## config.mk

```make
export PLATFORM = sky130hd
export DESIGN_NAME = pipe_stage_skid
export DESIGN_NICKNAME = d
export VERILOG_FILES = /design/src/rtl/pipe_pkg.sv /design/src/rtl/pipe_perf_ctr.sv /design/src/rtl/pipe_stage_skid.sv
export SDC_FILE = /design/constraint.sdc
export NUM_CORES = 1
export LEC_CHECK = 0
export CORE_AREA = 3 3 88 90
export CTS_BUF_LIST = sky130_fd_sc_hd__clkbuf_4
export CTS_CLUSTER_SIZE = 28
export DETAILED_ROUTE_END_ITERATION = 8
export DIE_AREA = 0 0 91 93
export PLACE_DENSITY = 0.84
export SYNTH_ARGS = -nofsm -noshare
export SYNTH_HDL_FRONTEND = slang
export SYNTH_HIERARCHICAL = 1
export SYNTH_SLANG_ARGS = --single-unit
```

## constraint.sdc

```tcl
create_clock -name clk -period 2.1 [get_ports clk]
set_input_delay 0.63 -clock clk [delete_from_list [all_inputs] [get_ports clk]]
set_output_delay 0.63 -clock clk [all_outputs]
set_load 0.005 [all_outputs]
```

## src/rtl/pipe_pkg.sv

```systemverilog
// pipe_pkg: shared types and default widths for the pipe_stage_skid slice.
// Optional feature: PIPE_STAGE_PERF_EN enables the stall/flush counters.
package pipe_pkg;

  // Default payload and performance counter widths.
  localparam int PIPE_DATA_W = 32;
  localparam int PIPE_CNT_W  = 32;

  // Occupancy of the stage: nothing held, main only, or main plus skid.
  typedef enum logic [1:0] {
    EMPTY = 2'd0,
    FULL  = 2'd1,
    SKID  = 2'd2
  } pipe_state_e;

endpackage : pipe_pkg

```

## src/rtl/pipe_perf_ctr.sv

```systemverilog
// pipe_perf_ctr: saturating event counter. It counts by one on every enabled
// cycle, sticks at all-ones and clears only on reset.
module pipe_perf_ctr
  import pipe_pkg::*;
#(
  parameter int CNT_W = PIPE_CNT_W
) (
  input  logic             clk,
  input  logic             resetn,
  input  logic             en,
  output logic [CNT_W-1:0] count
);

  localparam logic [CNT_W-1:0] CNT_ONE = CNT_W'(1);
  localparam logic [CNT_W-1:0] CNT_MAX = '1;

  logic at_max;

  // Saturation detect kept separate so the increment never wraps.
  always_comb begin
    at_max = (count == CNT_MAX);
  end

  // Counter register with synchronous active-low clear.
  always_ff @(posedge clk) begin
    if (!resetn) begin
      count <= '0;
    end else if (en && !at_max) begin
      count <= count + CNT_ONE;
    end
  end

endmodule : pipe_perf_ctr

```

## src/rtl/pipe_stage_skid.sv

```systemverilog
// pipe_stage_skid: one-deep valid/ready pipeline stage with a skid register so
// in_ready and out_valid come straight from flops (no combinational path from
// the input handshake to the output handshake).
// Optional feature: define PIPE_STAGE_PERF_EN to build the stall/flush
// counters; without it the counter ports are tied to zero.
//
// state | meaning
// ------+--------------------------------------------------------------
// EMPTY | nothing held; in_ready=1, out_valid=0
// FULL  | main holds the oldest entry; in_ready=1, out_valid=1
// SKID  | main holds the oldest, skid the next; in_ready=0, out_valid=1
module pipe_stage_skid
  import pipe_pkg::*;
#(
  parameter int                DATA_W    = PIPE_DATA_W,
  parameter logic [DATA_W-1:0] FLUSH_VAL = '0,
  parameter int                CNT_W     = PIPE_CNT_W
) (
  input  logic              clk,
  input  logic              resetn,
  input  logic              flush,
  input  logic              in_valid,
  output logic              in_ready,
  input  logic [DATA_W-1:0] in_data,
  output logic              out_valid,
  input  logic              out_ready,
  output logic [DATA_W-1:0] out_data,
  output logic [CNT_W-1:0]  stall_cnt,
  output logic [CNT_W-1:0]  flush_cnt
);

  pipe_state_e state;
  pipe_state_e state_nxt;

  logic              in_fire;
  logic              out_fire;
  logic              load_main_in;
  logic              load_main_skid;
  logic              load_skid;
  logic [DATA_W-1:0] main_q;
  logic [DATA_W-1:0] skid_q;

  // Handshake transfers; both readies/valids are decoded from state flops.
  always_comb begin
    in_fire  = in_valid & in_ready;
    out_fire = out_valid & out_ready;
  end

  // State register; reset outranks flush, flush outranks every transition.
  always_ff @(posedge clk) begin
    if (!resetn) begin
      state <= EMPTY;
    end else begin
      state <= state_nxt;
    end
  end

  // Next-state decode from occupancy and the two transfers.
  always_comb begin
    state_nxt = state;
    if (flush) begin
      state_nxt = EMPTY;
    end else begin
      case (state)
        EMPTY: begin
          if (in_fire) state_nxt = FULL;
        end
        FULL: begin
          if (in_fire && !out_fire)      state_nxt = SKID;
          else if (!in_fire && out_fire) state_nxt = EMPTY;
        end
        SKID: begin
          if (out_fire) state_nxt = FULL;
        end
        default: state_nxt = EMPTY;
      endcase
    end
  end

  // Handshake outputs and datapath load strobes decoded from the state.
  always_comb begin
    in_ready       = (state != SKID);
    out_valid      = (state != EMPTY);
    load_main_in   = 1'b0;
    load_main_skid = 1'b0;
    load_skid      = 1'b0;
    case (state)
      EMPTY: load_main_in = in_fire;
      FULL: begin
        load_main_in = in_fire & out_fire;
        load_skid    = in_fire & ~out_fire;
      end
      SKID: load_main_skid = out_fire;
      default: ;
    endcase
  end

  // Payload registers; an entry accepted during a flush is simply dropped.
  always_ff @(posedge clk) begin
    if (!resetn || flush) begin
      main_q <= FLUSH_VAL;
      skid_q <= FLUSH_VAL;
    end else begin
      if (load_main_in) begin
        main_q <= in_data;
      end else if (load_main_skid) begin
        main_q <= skid_q;
      end
      if (load_skid) begin
        skid_q <= in_data;
      end
    end
  end

  assign out_data = main_q;

`ifdef PIPE_STAGE_PERF_EN
  logic stall_evt;

  // A stall is a cycle where an entry is offered but not taken.
  always_comb begin
    stall_evt = out_valid & ~out_ready;
  end

  pipe_perf_ctr #(.CNT_W(CNT_W)) u_stall_ctr (
    .clk    (clk),
    .resetn (resetn),
    .en     (stall_evt),
    .count  (stall_cnt)
  );

  pipe_perf_ctr #(.CNT_W(CNT_W)) u_flush_ctr (
    .clk    (clk),
    .resetn (resetn),
    .en     (flush),
    .count  (flush_cnt)
  );
`else
  assign stall_cnt = '0;
  assign flush_cnt = '0;
`endif

endmodule : pipe_stage_skid

```

==> flow_metrics.py, run 1 <==
metrics = {
    "grt": {
        "grt_overflow_total": 0,
        "grt_pass1_wl_um": 11000,
        "grt_usage_pct": 16.4,
        "grt_pass1_vias": 2293,
        "antenna_found_initial": 0,
        "grt_start_max_net_pins": 34,
    },
    "setup_path": {
        "crit_start": "out_ready",
        "reg2reg_slack_ns": 0.38,
        "end_kind": "flip-flop",
        "slowest_delay_ns": 0.53,
        "cpMaxStageDelayCell": "clkdlybuf4s50_1",
        "cp_max_fo": 32,
        "path_class": "in -> reg",
        "crit_chain": "clkdlybuf4s50_1 > and2b_1 > buf_4 > o221a_4 > a221o_1",
        "cp.required_ns": 2.38,
        "critical_path.top_delay_family": "buffers and inverters",
        "cp-start-kind": "input port",
        "cp.arrival_ns": 2.33,
        "worst-path-buf-inv": 2,
        "crit-reg2reg-launch": "state[0]$_SDFFE_PP0P_",
        "r2r_end": "out_data[23]$_SDFFE_PP0P_",
        "rr_worst_depth": 5,
    },
    "drt": {
        "firstDrtPassIters": 4,
        "ant_nets": 0,
        "drc": 0,
        "first_iter_violations": 156,
        "routedWlPerCell_um": 13.5,
        "vias": 2443,
        "wl_um": 6890,
        "viasPerCell": 4.78,
    },
    "die": {
        "die_h_um": 93,
        "die_area_mm2": 0.00846,
        "io_pins": 135,
        "core_area_mm2": 0.00714,
        "die_x_um": 91,
        "initial_core_util_pct": 42.1,
        "num_rows": 31,
    },
    "timing": {
        "setup_slack_ns": 0.0505,
        "timing.fmax_mhz": 488,
        "fin_crit_ns": 2.05,
        "fin_crit_sh_pct": 97.6,
        "relSlewSlack_pct": 53.8,
        "rsz0062_at_grt": "no",
        "drv_slew": 0,
        "finalClockSkew_ns": 0.00810,
        "setup_violations": 0,
        "hold_violations": 0,
        "worst-slew-pin-transition_ns": 0.690,
    },
    "run_status": {
        "status": "complete, no violations",
    },
    "clock_tree": {
        "clockBufferDepth": 2,
        "cts_made_buffers": 9,
        "cts_max_level": 3,
        "cts_tree": "yes",
        "postCtsHoldBufs": 0,
        "clockRootBuffer": "clkbuf_4",
        "clk_pin_slew_ns": 0.10,
        "cts.sinks": 66,
        "clk-insertion-delay-late_ns": 0.39,
    },
    "final_layout": {
        "nFillCells": 660,
        "n_antenna_cell": 0,
        "multi_input_area_mm2": 0.00134,
        "drive_above_1_share_pct": 8.98,
        "area_growth_pct": 25.6,
        "mostFrequentLayoutCells": "68 x clkdlybuf4s50_1, 65 x nand2_1, 64 x conb_1, 64 x dfxtp_1",
        "nets": 445,
        "finish.instance_area_mm2": 0.00377,
        "post-route-util_pct": 52.9,
        "layout_commonest_cell": "clkdlybuf4s50_1",
        "ff_latch_area_mm2": 0.00133,
    },
    "logic_synthesis": {
        "ys_types": 26,
        "ys.warnings.count": 6,
        "syn_area_per_cell_um2": 8.99,
        "ys_ff_latch": 66,
        "syn_inst": 334,
        "synth-seq-area-share_pct": 44.0,
        "syn_area_mm2": 0.00300,
    },
    "placed_design": {
        "routabilityCongestion": 0.771,
        "place_area_mm2": 0.00358,
        "pre_cts_ws_ns": -0.594,
        "port_buffers": 70,
        "hpwl_um": 4560,
    },
    "power_and_ir_drop": {
        "vdd_drop_max_mv": 0.396,
        "p_leak_nw": 1.58,
        "power_w": 0.00237,
        "pwr_density_cell_mw_per_mm2": 627,
    },
    "min_path": {
        "min_path_type": "reg -> reg",
        "holdPathEnd": "skid_q[26]$_SDFFE_PP0P_",
        "min_from": "skid_q[26]$_SDFFE_PP0P_",
        "min_path_cells": 2,
    },
    "flow_run": {
        "maxCapViolations": 0,
    },
}
==> state kept, by name, summed over array words and instances (netlist names) <==
register	cells
out_data	32
skid_q	32
state	2
==> cells in the mapped netlist, drive strengths merged <==
library cell / n / share of area (%)
nor2b: 1 / 0.21
nand2: 65 / 8.1
a221o: 32 / 11
o22a: 1 / 0.29
o221a: 1 / 0.67
mux2i: 1 / 0.33
nand3b: 1 / 0.25
ha: 1 / 0.42
nor3: 1 / 0.33
and3: 32 / 6.7
conb: 1 / 0.12
clkbuf: 14 / 1.7
nor2: 2 / 0.25
buf: 73 / 18
o21a: 1 / 0.25
or2: 1 / 0.21
and2: 1 / 0.21
and2b: 1 / 0.25
dfxtp: 66 / 44
and3b: 2 / 0.58
inv: 1 / 0.12
nand2b: 3 / 0.87
a21oi: 32 / 5.3
==> per-stage QoR <==
step / hold slack (ns) / setup TNS, ns / cells
CTS: 0.457 / 0 / 510
floorplan: 0.432 / 0 / 397
finish: 0.456 / 0 / 511
detailed placement: 0.442 / -22.46 / 491
global placement: 0.437 / -19.18 / 491
global route: 0.476 / 0 / 511
==> timing repair <==
action,in CTS,in global routing
gates cloned,1,0
endpoints found under the setup margin,34,2
setup buffers,2,1
resized for setup,6,1
pin swaps,0,1
==> worst max-delay path by stage <==
| stage | to | depth (start not counted) |
|---|---|---|
| floorplan | skid_q[22]$_SDFFE_PP0P_ | 6 |
| global placement | out_data[21]$_SDFFE_PP0P_ | 4 |
| detailed placement | out_data[25]$_SDFFE_PP0P_ | 4 |
| CTS | in_ready | 2 |
| global route | out_data[24]$_SDFFE_PP0P_ | 5 |
| finish | out_data[23]$_SDFFE_PP0P_ | 5 |
==> worst register-to-register path, cell delays in order, from the launching register on <==
cell and delay (ns):
dfxtp_4 0.36, buf_4 0.13, and2b_1 0.24, buf_4 0.17, o221a_4 0.35, a221o_1 0.36
==> power breakdown <==
group          switching (W)  leakage, nW  internal (W)
registers          0.0000165        0.536       0.00128
logic               0.000132        0.976      0.000145
clock network       0.000429       0.0675      0.000366
total               0.000578         1.58       0.00179
==> metal layers <==
metal  part of all wire (%)  vias to the layer above  GRT usage (%)
met1                     42                     1154           18.7
met4                   0.61                        0           6.16
li1                       -                     1179              -
met3                    6.9                        4           5.63
met5                      0                        -              0
met2                     51                      106           28.4
==> cell families after synthesis <==
group / synth area share [%]
compound gates: 17.2
fa+ha+maj: 0.416
buf+inv: 20.0
flops: 44.0
mux: 0.333
other cells: 0.125
simple gates: 18.0
==> area by class of cell <==
class                   count  share of cell area, %
clock buffers              10                   1.99
well taps                  99                   3.28
clock inverters             6                   1.53
repair buffers             85                   22.3
inverters                   1                 0.0995
multi-input cells         244                   35.6
flip-flops and latches     66                   35.2
No activity file was read; power rests on OpenSTA's default activity.
==> inputs of run 2 (changes only) <==
- SYNTH_HIERARCHICAL: 1 -> default
==> results of run 2 <==
Final layout, timing and power as in run 1 (identical DEF).
Main changes from that run: Yosys warning count 6 -> 0
==> inputs of run 3 (changes only) <==
- GPL_TIMING_DRIVEN: default -> 0
- REMOVE_ABC_BUFFERS: default -> 1
==> run 3 against run 2 <==
  * Sequential share of layout area grew 0.47 points
  * Via count is 0.25% higher
  * Synthesized cell count unchanged
  * Die area is the same
==> flow_metrics.py, run 3 <==
metrics = {
    "run_status": {
        "status": "complete, no violations",
    },
    "drt": {
        "vias": 2449,
        "viasPerCell": 4.82,
        "firstDrtPassIters": 4,
        "ant_nets": 0,
        "routedWlPerCell_um": 13.8,
        "first_iter_violations": 176,
        "drc": 0,
        "wl_um": 6990,
    },
    "clock_tree": {
        "cts_max_level": 3,
        "cts_made_buffers": 9,
        "clk-insertion-delay-late_ns": 0.38,
        "clockRootBuffer": "clkbuf_4",
        "clk_pin_slew_ns": 0.10,
        "cts.sinks": 66,
        "postCtsHoldBufs": 0,
        "cts_tree": "yes",
        "clockBufferDepth": 2,
    },
    "setup_path": {
        "cp.required_ns": 2.44,
        "cpMaxStageDelayCell": "o221a_4",
        "path_class": "in -> reg",
        "slowest_delay_ns": 0.55,
        "crit_chain": "clkdlybuf4s50_1 > nor2b_4 > o221a_4 > a221o_1",
        "end_kind": "flip-flop",
        "cp.arrival_ns": 2.37,
        "cp_max_fo": 32,
        "rr_worst_depth": 6,
        "cp-start-kind": "input port",
    },
    "power_and_ir_drop": {
        "p_leak_nw": 1.57,
        "switching_power_w": 0.000573,
        "pwr-share-seq_pct": 57.4,
        "p_int_w": 0.00168,
        "vdd_drop_max_mv": 0.260,
        "combPwrFrac_pct": 12.2,
        "clockPowerShare_pct": 30.3,
        "pwr_density_cell_mw_per_mm2": 604,
        "swShare_pct": 25.5,
    },
    "grt": {
        "grt_pass1_wl_um": 11300,
        "grt_overflow_total": 0,
        "grt_start_max_net_pins": 35,
        "grt_pass1_vias": 2324,
        "antenna_found_initial": 0,
        "grt_usage_pct": 16.5,
    },
    "placed_design": {
        "routabilityCongestion": 0.708,
        "pre_cts_ws_ns": -1.17,
        "hpwl_um": 4280,
        "place_area_mm2": 0.00351,
        "port_buffers": 70,
    },
    "final_layout": {
        "post-route-util_pct": 52.2,
        "area_growth_pct": 23.9,
        "drive_above_1_share_pct": 9.29,
        "nFillCells": 676,
        "nets": 443,
        "multi_input_area_mm2": 0.00135,
        "mostFrequentLayoutCells": "68 x clkdlybuf4s50_1, 65 x nand2_1, 64 x conb_1, 64 x dfxtp_1",
        "finish.instance_area_mm2": 0.00372,
        "ff_latch_area_mm2": 0.00133,
        "layout_commonest_cell": "clkdlybuf4s50_1",
        "n_antenna_cell": 0,
    },
    "logic_synthesis": {
        "ys_ff_latch": 66,
        "yosys.area.top_type_share_pct": 44.0,
        "netlist_top_cells_count": "66 x dfxtp_1, 65 x nand2_1, 64 x buf_4",
        "synth-seq-area-share_pct": 44.0,
        "async_flop_share_pct": 0,
        "ys_types": 26,
        "syn_inst": 334,
        "synth_edf_count": 0,
        "syn_area_mm2": 0.00300,
        "postSynth.topFlopCell": "dfxtp_1",
        "ys.warnings.count": 0,
        "syn_area_per_cell_um2": 8.99,
        "synth_area_leaders": "dfxtp_1 44%, buf_4 16%, a221o_1 11%",
        "yosys.cell_count.top_type": "dfxtp_1",
        "synth_top_area_cell": "dfxtp_1",
    },
    "timing": {
        "finalClockSkew_ns": 0.0139,
        "rsz0062_at_grt": "no",
        "hold_violations": 0,
        "timing.fmax_mhz": 491,
        "fin_crit_ns": 2.04,
        "fin_crit_sh_pct": 97.0,
        "setup_slack_ns": 0.0620,
        "setup_violations": 0,
        "relSlewSlack_pct": 64.4,
        "drv_slew": 0,
        "worst-slew-pin-transition_ns": 0.533,
    },
    "die": {
        "initial_core_util_pct": 42.1,
        "die_x_um": 91,
        "io_pins": 135,
        "core_area_mm2": 0.00714,
        "num_rows": 31,
        "die_area_mm2": 0.00846,
        "die_h_um": 93,
    },
    "flow_run": {
        "maxCapViolations": 0,
    },
    "min_path": {
        "min_path_cells": 2,
        "min_path_type": "reg -> reg",
    },
}
[run 3: changes by cell type in the layout (fill, tap and decap cells not counted), moves of 2 or more]
cell / change
clkinv_2: +3
buf_4: -2
clkinvlp_4: -2
and3b_1: -2
clkinv_1: -2
buf_8: +2
buf_12: -2
[run 3: repair_timing]
action,CTS,global route
buffers inserted,11,0
endpoints found under the setup margin,67,64
hold endpoints to repair,0,0
gates resized for setup,10,2
pin swaps,3,0
cloned,1,0
[run 3: critical path, delay by kind of cell]
family | cells | cell delay, ns
AND/OR/NAND/NOR | 1 | 0.43
buffers and inverters | 1 | 0.52
AO/OA/AOI/OAI | 2 | 0.78
[run 3: power by group through the flow]
stage                     Combinational [W]  Sequential, W  Clock, W
after floorplan                   0.0000987        0.00132         0
after global placement             0.000243        0.00132         0
after detailed placement           0.000254        0.00132         0
after CTS                          0.000271        0.00129  0.000719
after global routing               0.000299        0.00130  0.000787
final                              0.000275        0.00129  0.000682
[run 3: logic make-up (layout without fill, tap and decap cells)]
| logic type | count (synthesis) | after routing | synth area share (%) |
|---|---|---|---|
| and+or+nand+nor | 110 | 111 | 18.0 |
| buffers and inverters | 88 | 99 | 20.0 |
| AOI/OAI and AO/OA | 67 | 67 | 17.2 |
| DFF | 66 | 66 | 44.0 |
| adders and majority gates | 1 | 1 | 0.416 |
| other | 1 | 64 | 0.125 |
| muxes | 1 | 1 | 0.333 |
[run 3: path summary, 6_finish.rpt]
path	from	to	slack (ns)
worst min register to register	skid_q[28]$_SDFFE_PP0P_	skid_q[28]$_SDFFE_PP0P_	0.45
worst min-delay path	skid_q[28]$_SDFFE_PP0P_	skid_q[28]$_SDFFE_PP0P_	0.45
worst max register to register	state[1]$_SDFFE_PP0P_	skid_q[29]$_SDFFE_PP0P_	0.28
worst max-delay path	resetn	out_data[18]$_SDFFE_PP0P_	0.06
[run 3: layout make-up]
type,instances,area share (%)
multi-input cells,244,36.3
flip-flops and latches,66,35.7
repair buffers,83,21.8
well taps,99,3.33
clock buffers,11,2.22
clock inverters,4,0.538
inverters,1,0.101
[run 3: layer usage]
metal	part of all wire [%]	vias to the layer above	global-route usage [%]	wire (um)
met3	6.7	11	4.51	465
li1	-	1182	-	-
met5	0	-	0	0
met1	43	1154	19.8	2970
met4	1.5	0	7.79	106
met2	49	102	27.5	3450
[run 3: per-stage QoR]
stage,hold WS (ns),TNS [ns],power (W),cells
after global routing,0.480,0,0.00238,508
after global placement,0.436,-87.89,0.00156,479
after detailed placement,0.443,-61.99,0.00158,481
final,0.455,0,0.00225,508
after floorplan,0.432,-17.67,0.00142,310
after CTS,0.456,0,0.00228,508
